## config.mk

```make
export PLATFORM = sky130hd
export DESIGN_NAME = ga25_row_shifter
export DESIGN_NICKNAME = d
export VERILOG_FILES = /design/src/rtl/ga25_row_shifter.sv
export SDC_FILE = /design/constraint.sdc
export NUM_CORES = 1
export LEC_CHECK = 0
export ABC_AREA = 1
export CORE_MARGIN = 2
export CORE_UTILIZATION = 55
export DETAILED_ROUTE_END_ITERATION = 10
export PLACE_DENSITY = 0.78
export SLEW_MARGIN = 15
export SYNTH_ARGS = -nofsm -noshare
export SYNTH_HDL_FRONTEND = slang
export SYNTH_SLANG_ARGS = --single-unit
```

## constraint.sdc

```tcl
create_clock -name clk -period 7 [get_ports clk]
set_clock_uncertainty 0.1 [all_clocks]
set_input_delay 1.75 -clock clk [delete_from_list [all_inputs] [get_ports clk]]
set_output_delay 1.75 -clock clk [all_outputs]
set_load 0.05 [all_outputs]
```

## src/rtl/ga25_row_shifter.sv

```systemverilog
// ga25_row_shifter
// ----------------
// Tile-row pixel shifter for the GA25 tilemap pipeline. Planar tile rows are
// unpacked into packed pixels when they are pushed into a 2-entry queue. A
// current-row register is reloaded from the queue head at every row boundary.
// The boundary position is the pixel counter plus the fine-scroll offset. One
// packed pixel per ce_pix is emitted with palette, priority and opacity.
//
// Ports
//   clk, reset_n   : system clock, asynchronous active-low reset
//   ce_pix         : pixel clock enable (advances counter / shifter)
//   line_start     : flush queue, realign counter, invalidate current row,
//                    clear sticky flags (wins over push and boundary)
//   offset         : fine-scroll offset, sampled on every ce_pix
//   load_valid     : a row is offered on row/reverse/palette/prio
//   load_ready     : queue holds fewer than two rows
//   reverse        : horizontal flip of the offered row
//   row            : planar row, plane p at row[p*PIX +: PIX]
//   palette, prio  : attributes of the offered row
//   color_out      : {current palette, current pixel}
//   prio_out       : priority of the current row
//   opaque_out     : current pixel non-zero and from a valid row
//   underrun       : sticky, boundary found the queue empty
//   overflow       : sticky, a row was offered to a full queue and dropped
module ga25_row_shifter #(
   parameter int BPP    = 4,
   parameter int PIX    = 8,
   parameter int PAL_W  = 4,
   parameter int PRIO_W = 2
) (
   input  logic                     clk,
   input  logic                     reset_n,
   input  logic                     ce_pix,
   input  logic                     line_start,
   input  logic [$clog2(PIX)-1:0]   offset,
   input  logic                     load_valid,
   output logic                     load_ready,
   input  logic                     reverse,
   input  logic [BPP*PIX-1:0]       row,
   input  logic [PAL_W-1:0]         palette,
   input  logic [PRIO_W-1:0]        prio,
   output logic [PAL_W+BPP-1:0]     color_out,
   output logic [PRIO_W-1:0]        prio_out,
   output logic                     opaque_out,
   output logic                     underrun,
   output logic                     overflow
);

   localparam int CW = $clog2(PIX);
   localparam int PW = BPP * PIX;
   localparam int EW = PW + PAL_W + PRIO_W;

   // PIX is a power of two, so PIX-1 is all ones in CW bits.
   localparam logic [CW-1:0] CNT_LAST = {CW{1'b1}};
   localparam logic [CW-1:0] CNT_ONE  = {{(CW-1){1'b0}}, 1'b1};

   // Queue entry layout: {prio, palette, packed pixels}; pixel i at [i*BPP +: BPP].
   function automatic logic [PW-1:0] unpack_row(input logic [PW-1:0] r, input logic rev);
      logic [PW-1:0] o;
      o = {PW{1'b0}};
      for (int i = 0; i < PIX; i++) begin
         for (int p = 0; p < BPP; p++) begin
            if (rev) begin
               o[i*BPP + p] = r[p*PIX + i];
            end else begin
               o[i*BPP + p] = r[p*PIX + (PIX - 1 - i)];
            end
         end
      end
      return o;
   endfunction

   logic [CW-1:0]     cnt_q,        cnt_d;
   logic [1:0]        count_q,      count_d;
   logic [EW-1:0]     q0_q,         q0_d;
   logic [EW-1:0]     q1_q,         q1_d;
   logic [PW-1:0]     cur_pix_q,    cur_pix_d;
   logic [PAL_W-1:0]  pal_cur_q,    pal_cur_d;
   logic [PRIO_W-1:0] prio_cur_q,   prio_cur_d;
   logic              valid_cur_q,  valid_cur_d;
   logic              underrun_q,   underrun_d;
   logic              overflow_q,   overflow_d;

   logic [CW-1:0]     pos_s;
   logic              boundary_s;
   logic              pop_s;
   logic              push_ok_s;
   logic [1:0]        lvl_s;
   logic [EW-1:0]     entry_in_s;
   logic [EW-1:0]     q0_after_s;

   // Next-state logic for counter, queue, current row and sticky flags.
   always_comb begin
      cnt_d       = cnt_q;
      count_d     = count_q;
      q0_d        = q0_q;
      q1_d        = q1_q;
      cur_pix_d   = cur_pix_q;
      pal_cur_d   = pal_cur_q;
      prio_cur_d  = prio_cur_q;
      valid_cur_d = valid_cur_q;
      underrun_d  = underrun_q;
      overflow_d  = overflow_q;

      entry_in_s  = {prio, palette, unpack_row(row, reverse)};
      pos_s       = cnt_q + offset;
      boundary_s  = ce_pix && (pos_s == CNT_LAST);
      pop_s       = boundary_s && (count_q != 2'd0);
      // A pop frees a slot before the push is considered, so a push into a
      // full queue that is popping in the same cycle is still accepted.
      push_ok_s   = load_valid && ((count_q != 2'd2) || pop_s);
      lvl_s       = count_q - {1'b0, pop_s};
      q0_after_s  = pop_s ? q1_q : q0_q;

      if (line_start) begin
         cnt_d       = {CW{1'b0}};
         count_d     = 2'd0;
         valid_cur_d = 1'b0;
         underrun_d  = 1'b0;
         overflow_d  = 1'b0;
      end else begin
         if (ce_pix) begin
            cnt_d = cnt_q + CNT_ONE;
         end else begin
            cnt_d = cnt_q;
         end

         if (boundary_s) begin
            if (pop_s) begin
               cur_pix_d   = q0_q[PW-1:0];
               pal_cur_d   = q0_q[PW +: PAL_W];
               prio_cur_d  = q0_q[PW+PAL_W +: PRIO_W];
               valid_cur_d = 1'b1;
            end else begin
               cur_pix_d   = {PW{1'b0}};
               valid_cur_d = 1'b0;
               underrun_d  = 1'b1;
            end
         end else if (ce_pix) begin
            cur_pix_d = {{BPP{1'b0}}, cur_pix_q[PW-1:BPP]};
         end else begin
            cur_pix_d = cur_pix_q;
         end

         // Queue: the pushed row is written behind whatever survives the pop,
         // so a pop from an empty queue never sees the row pushed alongside it.
         q0_d = q0_after_s;
         if (push_ok_s) begin
            if (lvl_s == 2'd0) begin
               q0_d = entry_in_s;
            end else begin
               q1_d = entry_in_s;
            end
            count_d = lvl_s + 2'd1;
         end else begin
            count_d = lvl_s;
         end

         if (load_valid && !push_ok_s) begin
            overflow_d = 1'b1;
         end else begin
            overflow_d = overflow_q;
         end
      end
   end

   // State registers with asynchronous active-low reset.
   always_ff @(posedge clk or negedge reset_n) begin
      if (!reset_n) begin
         cnt_q       <= {CW{1'b0}};
         count_q     <= 2'd0;
         q0_q        <= {EW{1'b0}};
         q1_q        <= {EW{1'b0}};
         cur_pix_q   <= {PW{1'b0}};
         pal_cur_q   <= {PAL_W{1'b0}};
         prio_cur_q  <= {PRIO_W{1'b0}};
         valid_cur_q <= 1'b0;
         underrun_q  <= 1'b0;
         overflow_q  <= 1'b0;
      end else begin
         cnt_q       <= cnt_d;
         count_q     <= count_d;
         q0_q        <= q0_d;
         q1_q        <= q1_d;
         cur_pix_q   <= cur_pix_d;
         pal_cur_q   <= pal_cur_d;
         prio_cur_q  <= prio_cur_d;
         valid_cur_q <= valid_cur_d;
         underrun_q  <= underrun_d;
         overflow_q  <= overflow_d;
      end
   end

   assign load_ready = (count_q < 2'd2);
   assign color_out  = {pal_cur_q, cur_pix_q[BPP-1:0]};
   assign prio_out   = prio_cur_q;
   assign opaque_out = valid_cur_q && (|cur_pix_q[BPP-1:0]);
   assign underrun   = underrun_q;
   assign overflow   = overflow_q;

endmodule
```

# After elaboration in Yosys (flattened, before gate mapping)

Cells that the tools add are included.

Flip-flop bits (word level): 122
Input bits: 47
Output and inout port bits: 14
Logic and storage cells: 88

Add/sub/neg operators: 4
$lt $le $gt $ge: 1
Equality and inequality tests: 3
Muxes and demuxes: 50
Bitwise operators: 2
Reductions and logical operators: 18

Operators with widths:

| operator                                                       | number |
|---|---|
| 38-bit 2-to-1 mux                                              | 3 |
| 32-bit 2-to-1 mux                                              | 3 |
| 1-bit 2-to-1 mux                                               | 40 |
| 2-bit nonzero test                                             | 5 |
| 3-bit 2-to-1 mux                                               | 2 |
| 3-bit AND reduction                                            | 2 |
| 1-bit logical AND                                              | 5 |
| 2-bit 2-to-1 mux                                               | 2 |
| 2-bit inequality test (second input constant)                  | 2 |
| 2-bit AND reduction                                            | 2 |
| 4-bit OR reduction                                             | 1 |
| 3-bit by 1-bit adder with 3-bit output (second input constant) | 1 |
| 3-bit adder                                                    | 1 |
| 3-bit == test (second input constant)                          | 1 |
| 2-bit by 1-bit adder with 2-bit output (second input constant) | 1 |
| 2-bit zero test                                                | 1 |
| 2-bit less-than comparator (second input constant)             | 1 |
| 1-bit inverter                                                 | 2 |
| 2-bit by 1-bit subtractor with 2-bit output                    | 1 |
| 1-bit zero test                                                | 1 |
| 1-bit logical OR                                               | 1 |

# Depth between registers and ports, before layout

Gate-level depths: netlist of the first run.

Depth after elaboration: 10
Depth in mapped cells: 18
Mapped depth without buffers: 15

# Least setup slack after synthesis of the first run

OpenSTA, ideal clock, no wires.

Path type: input -> register
Start point: input port offset[0]
End point: register q0_q[17]
Setup time: 118 ps
Data arrival time: 4,410 ps
Required time: 6,782 ps
Setup slack: 2,372 ps
Cell stages on the path: 15
Path buffers: 3
Cell sequence: ha_1 -> inv_1 -> fa_1 -> nor3_4 -> nand3_2 -> inv_2 -> buf_2 -> ha_1 -> xnor2_1 -> ha_1 -> clkbuf_1 -> clkbuf_1 -> nand4_1 -> nand3_1 -> nand2_1

Word-level cells in the longest chain between the ends: 8
Elaborated cells on any way between the ends: 11
Classes of those cells: add/sub: 2; eq/ne: 1; mux: 3; reduce/logical: 5

RTL lines:

| what                                        | line | text |
|---|---|---|
| from (decl)                                 | 35   | `input logic [$clog2(PIX)-1:0] offset,` |
| 3-bit adder (*)                             | 106  | `pos_s = cnt_q + offset;` |
| 3-bit == test (*)                           | 107  | `boundary_s = ce_pix && (pos_s == CNT_LAST);` |
| 1-bit logical AND (*)                       | 107  |  |
| 1-bit logical AND (*)                       | 108  | `pop_s = boundary_s && (count_q != 2'd0);` |
| 2-bit by 1-bit subtractor with 2-bit output | 112  | `lvl_s = count_q - {1'b0, pop_s};` |
| 2-bit zero test                             | 149  | `if (lvl_s == 2'd0) begin` |
| 38-bit 2-to-1 mux                           | 149  |  |
| 38-bit 2-to-1 mux (*)                       | 148  | `if (push_ok_s) begin` |
| to (signal assigned)                        | 172  | `q0_q <= {EW{1'b0}};` |
| to (signal assigned)                        | 183  | `q0_q <= q0_d;` |
| to (decl)                                   | 75   | `logic [EW-1:0] q0_q, q0_d;` |

Mark *: on every way between the ends. The rest lies on a longest branch, timed or not.
A chain may end at the register's enable or synchronous reset.

# Final worst setup path of the first run

Start point: input port offset[0]
End point: register q1_q[3]

Word-level cells in the longest chain between the ends: 8
Elaborated cells on any way between the ends: 10
Classes of those cells: add/sub: 2; eq/ne: 1; bitwise: 1; reduce/logical: 6

RTL lines:

| what                                        | line | text |
|---|---|---|
| 3-bit adder (*)                             | 106  |  |
| 3-bit == test (*)                           | 107  |  |
| 1-bit logical AND (*)                       | 107  |  |
| 1-bit logical AND (*)                       | 108  |  |
| 2-bit by 1-bit subtractor with 2-bit output | 112  |  |
| 2-bit zero test                             | 149  |  |
| 1-bit inverter (no line)                    | n/a  |  |
| 3-bit AND reduction (no line) (*)           | n/a  |  |
| to (signal assigned)                        | 173  | `q1_q <= {EW{1'b0}};` |
| to (signal assigned)                        | 184  | `q1_q <= q1_d;` |
| to (decl)                                   | 76   | `logic [EW-1:0] q1_q, q1_d;` |

Marked as above.

==> summary.md, run 1 <==
| Metric | Value |
|---|---|
| Initial cell density of the core | 0.5595 |
| Switching power | between 0.0009 and 0.001 W |
| Endpoint class of the critical path | flop |
| Compound-gate portion of the synthesized area | 0.1144 |
| Drt first pass iters | 6 |
| H-tree levels | 4 |
| Pint | about 0.0018 W |
| Switching Share | 0.3401 |
| GP Congestion | 0.7884 |
| Routed wl met3 | 1.468 mm |
| FP Rows | 40 |
| Setup violations, final | 0 |
| Final Cell Area | approximately 7900 um2 |
| Cell taking the most area after synthesis | dfrtp_1 |
| Post-CTS setup buffers | 0 |
| CTS buffer count | 17 |
| Layout Area Growth over Synthesis | 17.29% |
| HPWL after detailed placement | slightly below 10 mm |
| Initial antenna violation count | 0 |
| Clock network fraction of design power | 0.339 |
| Root Driver | clkbuf_16 |
| IO Pins | roughly 60 |
| Die Wd | approximately 110 um |
| Setup_tns | 0 ns |
| M1 wire length | 7.593 mm |
| Via count | ~6200 |
| First-pass GRT wire length | just under 30 mm |
| Cts hold-fix bufs | 0 |
| Vias in the first global route | roughly 5900 |
| Crit path time final | approximately 5.4 ns |
| CTS max path bufs | 2 |
| Max Clock Freq | 184.8 MHz |
| Gate power share | 0.267 |
| Worst Path Arrival | 5.58 ns |
| Reg power frac | 0.395 |
| Final Cycle Share | 0.7731 |
| # diodes | 0 |
| Synthesized net count | 981 |
| Worst Path Max Fanout | 43 |
| Sequential share of the synthesized area | 0.4562 |
| Max Slew Vio Count | 0 |
| Non-Filler Instances | 1108 |
| Ys Warns | 0 |
| Power Dens Cells | approximately 340 nW/um2 |
| Placed insts | about 1100 |
| Max cap viols | 0 |
| Synthesized area per cell | ~7.2 um2 |
| Yosys cell types | 27 |
| Via-per-instance ratio | roughly 5.6 |
| Initial detailed-routing violation count | roughly 660 |
| Synth area leaders | dfrtp_1 (46%), nand2_1 (16%), nand4_1 (7.1%) |
| Post-DRT Antenna Nets | 0 |
| # fillers | a little over 1000 |
| Seq cells post-synth | roughly 120 |
| HP Class | flop to flop |
| Post-synthesis adder-cell area fraction | 0.01047 |
| Post-CTS resize count | 0 |
| Total grt overflow | 0 |
| Nets | 1000 |
| RSZ-0062 raised after global routing | false |
| Largest family of logic cells by synthesized area | simple AND/OR/NAND/NOR gates |
| Tot GR Track Use | 0.2821 |
| Setup CP Type | input port to flop |
| Slew HR | 0.2778 |
| Multi-input logic area | 2860 um2 |
| Yosys top cell area share | 0.4562 |
| Largest net degree at the start of global routing | 67 |
| Startpoint class of the critical path | input port |
| Slew @ Worst Pin | about 1.1 ns |
| Die H | approximately 110 um |
| CP required | about 7.2 ns |
| CTS clk-pin slew, worst paths | roughly 0.050 ns |
| Core ar. | 11960 um2 |
| DR top layer | met4 |
| CTS tree | yes |
| Clock Sink Count | 122 |
| Simple-gate share of the synthesized area | 0.3012 |
| Routed wl met2 | 8.009 mm |
| Wire per inst | 15.62 um |
| Endpoints failing hold | 0 |
| Multiplexer share of the synthesized area | 0 |
| Reg area | slightly above 3000 um2 |
| Port buffer count | 60 |
| Die Footprint | between 10000 and 15000 um2 |
| Final WL | 17.30 mm |
| Xor/xnor share of the synthesized area | 0.001309 |
| Skew-Pair Late Insertion Delay | roughly 0.42 ns |
| DRC | 0 |
| VDD IR-drop max | 0.0001572 V |
| Synthesized instance count | 929 |
| Mapped Area | between 6000 and 7000 um2 |
| Static leakage | between 3 and 4 nW |
| Status | finished, final reports clean |
| Share of cells above drive strength 1 | 0.05203 |
| Area after DPL | 7247 um2 |
[area by class of cell]
class / instances / share of cell area
clock buffer: 23 / 0.05834
multi-input combinational: 616 / 0.3644
timing repair buffer: 74 / 0.09053
tap: 147 / 0.02343
sequential: 122 / 0.3889
clock inverter: 9 / 0.01849
inverter: 117 / 0.05595
[power groups by stage]
stage	combinational [W]	sequential, W	clock (W)
after floorplan	0.000485	0.00107	0
after global placement	0.000679	0.00106	0
after detailed placement	0.000697	0.00106	0
after CTS	0.000714	0.00106	0.000913
after global routing	0.000813	0.00108	0.000947
final	0.000716	0.00106	0.000909
[flip-flops by register name, indices dropped and copies added (netlist names), 2 cells and up]
signal,count
pal_cur_q,4
count_q,2
cnt_q,3
prio_out,2
cur_pix_q,32
q0_q,38
q1_q,38
[layout by cell type, fill, tap and decap left out, drive strengths merged, types with 4 or more instances in the layout]
master,synthesis,routed
clkdlybuf4s50,0,58
nand2,295,295
inv,116,115
clkbuf,42,23
nand3,46,46
nand4,76,76
a22oi,4,4
bufinv,0,4
clkinv,1,7
buf,32,16
o31ai,4,4
o21ai,64,64
nor2,45,45
a21oi,72,72
dfrtp,122,122
ha,4,4
[metrics by stage]
step	total power, W	util	setup slack, ns	hold WS, ns
after floorplan	0.001556	-	2.372	0.3459
after global placement	0.001736	0.6059	1.377	0.3584
after detailed placement	0.001759	0.6059	1.280	0.3625
after CTS	0.002683	0.6563	1.612	0.3768
after global routing	0.002843	0.6563	1.304	0.3927
final	0.002685	0.6563	1.588	0.3692
[cells in the mapped netlist (all sizes together)]
master and n:
a22oi 4, buf 32, nand3 46, nand4 76, nand2 295, a41oi 1, fa 1, clkinv 1
xnor2 1, clkbuf 42, o31ai 4, o21a 1, a21oi 72, nor3 1, nor2 45, inv 116
dfrtp 122, ha 4, o21ai 64, a22o 1
[cells by family after synthesis]
family                     after synthesis
adders and majority gates                5
xor gates and xnor gates                 1
AOI/OAI and AO/OA                      147
DFF                                    122
buffers and inverters                  191
and+or+nand+nor                        463
[path summary, 6_finish.rpt]
path / slack (ns) / cells after the start / start / to
min in group asynchronous: 1.30 / 1 / reset_n / q0_q[17]
worst min-delay path: 0.37 / 2 / q0_q[34] / q0_q[34]
worst max register to register: 2.94 / 13 / cnt_q[0] / q1_q[3]
max in group asynchronous: 4.13 / 2 / reset_n / q0_q[28]
worst max-delay path: 1.59 / 14 / offset[0] / q1_q[3]
worst min register to register: 0.37 / 2 / q0_q[34] / q0_q[34]
[layer usage]
metal / global-route usage / up-vias
li1: - / 3043
met1: 0.3987 / 2859
met2: 0.4365 / 325
met3: 0.05135 / 20
met4: 0.1073 / 0
met5: 0 / -
[worst max-delay path: stages]
cell,delay (ns)
clkdlybuf4s50_1,0.46
ha_1,0.14
inv_1,0.05
fa_1,0.47
nor3_4,0.23
nand3_2,0.11
inv_2,0.42
ha_1,0.38
ha_1,0.23
nor2_1,0.15
nand3_2,0.58
buf_12,0.43
nand2_1,0.08
o21ai_0,0.09
No activity file was read; power rests on OpenSTA's default activity.
==> run 2, diff against run 1 <==
==> constraint.sdc (replaced) <==
create_clock -name clk -period 5.6 [get_ports clk]
set_clock_uncertainty 0.1 [all_clocks]
set_input_delay 1.4 -clock clk [delete_from_list [all_inputs] [get_ports clk]]
set_output_delay 1.4 -clock clk [all_outputs]
set_load 0.05 [all_outputs]
==> summary.md, run 2 (same netlist as run 1, synthesis figures left out) <==
| Metric | Value |
|---|---|
| Status | finished, final reports clean |
| Vias in the first global route | 5882 (+0.53%) |
| CP required | 5.85 ns (-1.32 ns) |
| Cts hold-fix bufs | 0 (unchanged) |
| CTS max path bufs | 2 (unchanged) |
| Core ar. | 11960 um2 (unchanged) |
| Die Wd | 114.3 um (unchanged) |
| Power Dens Cells | 428.8 nW/um2 (+25%) |
| Endpoints failing hold | 0 (unchanged) |
| First-pass GRT wire length | 29.28 mm (+0.90%) |
| Port buffer count | 60 (unchanged) |
| Pint | 0.002243 W (+27%) |
| FF-to-FF setup slack | 2.09 ns (-0.85 ns) |
| Switching power | 0.001149 W (+26%) |
| Hold path start | q0_q[35] |
| Largest regs | q0_q (38), q1_q (38), cur_pix_q (32) |
| Slew @ Worst Pin | 1.058 ns (-0.01847 ns) |
| Hold Path End | q0_q[35] |
| Setup violations, final | 0 (unchanged) |
| Final WL | 17.23 mm (-0.40%) |
| Initial detailed-routing violation count | 528 (-19%) |
| Worst hold stages | 2 (unchanged) |
| RSZ-0062 raised after global routing | false |
| CP Cell Sequence | clkdlybuf4s50_1, ha_1, inv_1, fa_1, nor3_4, nand3_2, inv_2, ha_1, xnor2_1, ha_1, buf_4, nand3_1, buf_4, nand2_1, nand3_1, nand2_1 |
| Post-CTS setup buffers | 0 (unchanged) |
| IO Pins | 61 (unchanged) |
| RR Endpoint | q0_q[26] |
| # diodes | 0 (unchanged) |
| Dominant delay contributor by cell family on the critical path | buffers and inverters |
| Layout Area Growth over Synthesis | 18.19% |
| Setup_tns | 0 ns (unchanged) |
| H-tree levels | 4 (unchanged) |
| Die H | 114.3 um (unchanged) |
| Via-per-instance ratio | 5.609 (-0.51%) |
| Via count | 6243 (-0.064%) |
| Switching Share | 0.3387 (-0.001397) |
| FP Rows | 40 (unchanged) |
| Die Footprint | 13070 um2 (unchanged) |
| Gate power share | 0.265 (-0.002) |
| Final Cell Area | 7910 um2 (+0.77%) |
| HP Class | flop to flop |
| CTS clk-pin slew, worst paths | 0.05 ns (about the same) |
| Max cap viols | 0 (unchanged) |
| CTS buffer count | 17 (unchanged) |
| Initial antenna violation count | 0 (unchanged) |
| Clock network fraction of design power | 0.346 (+0.007) |
| Design Power | 0.003392 W (+26%) |
| Endpoint class of the critical path | flop |
| CTS tree | yes |
| Critical path's most frequent cell | ha_1 |
| Total grt overflow | 0 (unchanged) |
| Reg power frac | 0.388 (-0.007) |
| Clock Sink Count | 122 (unchanged) |
| Max Clock Freq | ~220 MHz |
| DRC | 0 (unchanged) |
| Reg2Reg Depth | 15 (+2) |
| Crit path time final | ~4.5 ns |
| Worst stage delay on the critical path | 0.48 ns (-0.10 ns) |
| Post-CTS resize count | 0 (unchanged) |
| Startpoint class of the critical path | input port |
| Wire per inst | 15.48 um (-0.85%) |
| Nets | 1005 (+0.50%) |
| GP Congestion | 0.7926 (+0.53%) |
| Setup CP Type | input port to flop |
| Most frequent cells in the layout | nand2_1 (294), dfrtp_1 (122), inv_1 (113) |
| HPWL after detailed placement | 10.27 mm (+4.9%) |
| Tot GR Track Use | 0.2836 (+0.001483) |
| Final Core Density | 0.6613 (+0.005021) |
| Share of cells above drive strength 1 | 0.06108 (+0.009047) |
| CP max-delay cell | fa_1 |
| Reg-to-Reg Start | cnt_q[0] |
| Most common cell after layout, fill and taps aside | nand2_1 |
| Worst Path Max Fanout | 39 (-9.3%) |
| Largest net degree at the start of global routing | 77 (+15%) |
| Root Driver | clkbuf_16 |
| Post-DRT Antenna Nets | 0 (unchanged) |
| VDD IR-drop max | 0.0001655 V (+5.3%) |
| Skew-Pair Late Insertion Delay | 0.42 ns (about the same) |
| Drt first pass iters | 7 (+1) |
| Static leakage | 3.973 nW (+0.71%) |
| Max Slew Vio Count | 0 (unchanged) |
| Final Cycle Share | 0.8044 |
| Slew HR | 0.2902 (+0.01239) |
| Initial cell density of the core | 0.5595 (unchanged) |
| Area after DPL | 7272 um2 (+0.35%) |
| Worst Path Arrival | 4.76 ns (-0.82 ns) |
| CP bufs+invs | 5 (+1) |
run 2: worst max path at each step:
stage | cells after the start | slack [ns] | from | to
after floorplan | 15 | 1.32 | offset[0] | q0_q[17]
after global placement | 12 | 0.89 | offset[0] | q1_q[21]
after detailed placement | 12 | 0.80 | offset[0] | q1_q[9]
after CTS | 16 | 1.14 | offset[0] | q0_q[26]
after global routing | 16 | 0.89 | offset[0] | q0_q[26]
final | 16 | 1.10 | offset[0] | q0_q[26]
run 2: worst min-delay path: cells and delay by family, from the launching register on:
family,cells,cell delay (ns)
DFF,1,0.34
and+or+nand+nor,2,0.11
run 2: power by group through the flow:
stage                     clock network [W]  logic (W)  registers [W]
after floorplan                           0   0.000607        0.00134
after global placement                    0   0.000852        0.00132
after detailed placement                  0   0.000887        0.00132
after CTS                           0.00118   0.000898        0.00131
after global routing                0.00122    0.00102        0.00135
final                               0.00117   0.000900        0.00132
run 2: cell type report:
type	count	area (um2)
fill	1004	4051
sequential	122	3053
multi-input combinational	616	2860
timing repair buffer	79	735.7
clock buffer	21	470.5
inverter	117	439.2
tap	147	183.9
clock inverter	11	167.7
run 2: per-stage QoR:
stage	setup slack [ns]	std cells	hold slack (ns)
3_3_place_gp	0.8898	1081	0.3590
4_1_cts	1.141	1113	0.3813
3_5_place_dp	0.8019	1081	0.3671
6_report	1.095	1113	0.3790
5_1_grt	0.8918	1113	0.3971
2_1_floorplan	1.322	929	0.3459
run 2: metal layers:
layer / up-vias / track usage / share of wire
li1: 3042 / - / -
met5: - / 0 / 0
met4: 0 / 0.08943 / 0.016
met2: 234 / 0.4365 / 0.46
met1: 2937 / 0.4011 / 0.46
met3: 30 / 0.06670 / 0.064
==> run 3, diff against run 2 <==
==> constraint.sdc (replaced) <==
create_clock -name clk -period 4.2 [get_ports clk]
set_clock_uncertainty 0.1 [all_clocks]
set_input_delay 1.05 -clock clk [delete_from_list [all_inputs] [get_ports clk]]
set_output_delay 1.05 -clock clk [all_outputs]
set_load 0.05 [all_outputs]
==> summary.md, run 3 (same netlist as run 1, synthesis figures left out) <==
| Metric | Value |
|---|---|
| Startpoint class of the critical path | input port |
| Tot GR Track Use | 0.2833 (-0.0002933) |
| Vias in the first global route | 5820 (-1.1%) |
| Gate power share | 0.269 (+0.004) |
| FP Rows | 40 (unchanged) |
| Via-per-instance ratio | 5.586 (-0.41%) |
| Setup ws final | 0.5428 ns (-0.5524 ns) |
| Wire per inst | 15.41 um (-0.45%) |
| Post-DRT Antenna Nets | 0 (unchanged) |
| Largest regs | q0_q (38), q1_q (38), cur_pix_q (32) |
| Initial cell density of the core | 0.5595 (unchanged) |
| Status | finished, final reports clean |
| CTS tree | yes |
| VDD IR-drop max | 0.0002734 V (+65%) |
| Crit path time final | 3.657 ns |
| # fillers | 1015 (+1.1%) |
| Die Wd | 114.3 um (unchanged) |
| Setup_tns | 0 ns (unchanged) |
| # diodes | 0 (unchanged) |
| CP required | 4.40 ns (-1.45 ns) |
| Final Cycle Share | 0.8708 |
| H-tree levels | 4 (unchanged) |
| Most common cell after layout, fill and taps aside | nand2_1 |
| IO Pins | 61 (unchanged) |
| Largest net degree at the start of global routing | 65 (-16%) |
| Max Clock Freq | 273.4 MHz |
| Power Dens Cells | 567.7 nW/um2 (+32%) |
| Die Footprint | 13070 um2 (unchanged) |
| Max Slew Vio Count | 0 (unchanged) |
| RSZ-0062 raised after global routing | false |
| Nets | 1006 (+0.10%) |
| Die H | 114.3 um (unchanged) |
| CTS max path bufs | 2 (unchanged) |
| Share of cells above drive strength 1 | 0.06101 (-0.00006316) |
| Placed insts | 1082 (+0.093%) |
| Clock Sink Count | 122 (unchanged) |
| Reg power frac | 0.391 (+0.003) |
| HP Class | flop to flop |
| Cts hold-fix bufs | 0 (unchanged) |
| Layout Area Growth over Synthesis | 18.77% |
| Endpoints failing hold | 0 (unchanged) |
| Switching power | 0.001543 W (+34%) |
| Setup CP Type | input port to flop |
| Core ar. | 11960 um2 (unchanged) |
| Root Driver | clkbuf_16 |
| Slew @ Worst Pin | 0.8710 ns (-0.1873 ns) |
| CTS clk-pin slew, worst paths | 0.06 ns (about the same) |
| Initial antenna violation count | 0 (unchanged) |
| Total grt overflow | 0 (unchanged) |
| Non-Filler Instances | 1114 (+0.090%) |
| Slew HR | 0.4194 (+0.1292) |
| GP Congestion | 0.8134 (+2.6%) |
| Drt first pass iters | 6 (-1) |
| HPWL after detailed placement | 10.27 mm (about the same) |
| Port buffer count | 60 (unchanged) |
| Initial detailed-routing violation count | 567 (+7.4%) |
| Via count | 6223 (-0.32%) |
| Skew-Pair Late Insertion Delay | 0.42 ns (about the same) |
| Post-CTS setup buffers | 0 (unchanged) |
| Setup violations, final | 0 (unchanged) |
| Most frequent cells in the layout | nand2_1 (294), dfrtp_1 (122), inv_1 (114) |
| CTS buffer count | 17 (unchanged) |
| Max cap viols | 0 (unchanged) |
| Endpoint class of the critical path | flop |
| Post-CTS resize count | 0 (unchanged) |
| Static leakage | 3.980 nW (+0.19%) |
| Worst Path Max Fanout | 39 (unchanged) |
| Switching Share | 0.3420 (+0.003252) |
| Pre-CTS WS | 0.1589 ns (-0.6430 ns) |
| First-pass GRT wire length | 29.02 mm (-0.89%) |
| Pint | 0.002970 W (+32%) |
| DRC | 0 (unchanged) |
| Clock network fraction of design power | 0.340 (-0.006) |
| Final WL | 17.17 mm (-0.37%) |
| Worst Path Arrival | 3.86 ns (-0.90 ns) |
[run 3: per-layer routing]
metal	global-route usage	vias up	share of wire
li1	-	3054	-
met1	0.3868	2872	0.45
met2	0.4556	272	0.46
met3	0.06829	25	0.081
met4	0.07886	0	0.016
met5	0	-	0
[run 3: final cells by class]
class,instances,area (um2),share of cell area
clock buffer,20,446.7,0.05619
clock inverter,12,172.7,0.02172
inverter,117,439.2,0.05525
multi-input combinational,616,2860,0.3598
sequential,122,3053,0.3841
tap,147,183.9,0.02314
timing repair buffer,80,793.3,0.09980
[run 3: path summary, 6_finish.rpt]
kind / startpoint / to / cells after the start / slack [ns]
setup / recovery: offset[0] / q0_q[10] / 12 / 0.54
hold / removal: q0_q[32] / q0_q[32] / 2 / 0.37
setup reg to reg: cnt_q[0] / q0_q[10] / 11 / 1.19
hold reg to reg: q0_q[32] / q0_q[32] / 2 / 0.37
max in group asynchronous: reset_n / pal_cur_q[2] / 2 / 2.56
min in group asynchronous: reset_n / cur_pix_q[13] / 1 / 0.63
[run 3: power by group through the flow]
stage | logic, W | registers [W] | clock network (W)
2_1_floorplan | 0.000809 | 0.00178 | 0
3_3_place_gp | 0.00115 | 0.00176 | 0
3_5_place_dp | 0.00119 | 0.00177 | 0
4_1_cts | 0.00121 | 0.00176 | 0.00155
5_1_grt | 0.00138 | 0.00180 | 0.00160
6_report | 0.00122 | 0.00176 | 0.00153
[run 3: metrics by stage]
stage	utilization	total power, W	area, um2	hold WS, ns
CTS	0.6645	0.004512	7949	0.3766
detailed placement	0.6128	0.002964	7330	0.3624
global route	0.6645	0.004788	7949	0.3869
finish	0.6645	0.004513	7949	0.3721
global placement	0.6128	0.002913	7330	0.3593
floorplan	-	0.002593	6693	0.3459
[run 3: critical path, cell delays in order]
cell and delay, ns:
clkdlybuf4s50_1 0.46, ha_1 0.14, inv_1 0.05, fa_1 0.48, nor3_4 0.24, buf_4 0.47, nand3_2 0.17, nand2_2 0.16
buf_4 0.32, nand4_1 0.14, nand3_1 0.12, nand2_1 0.06
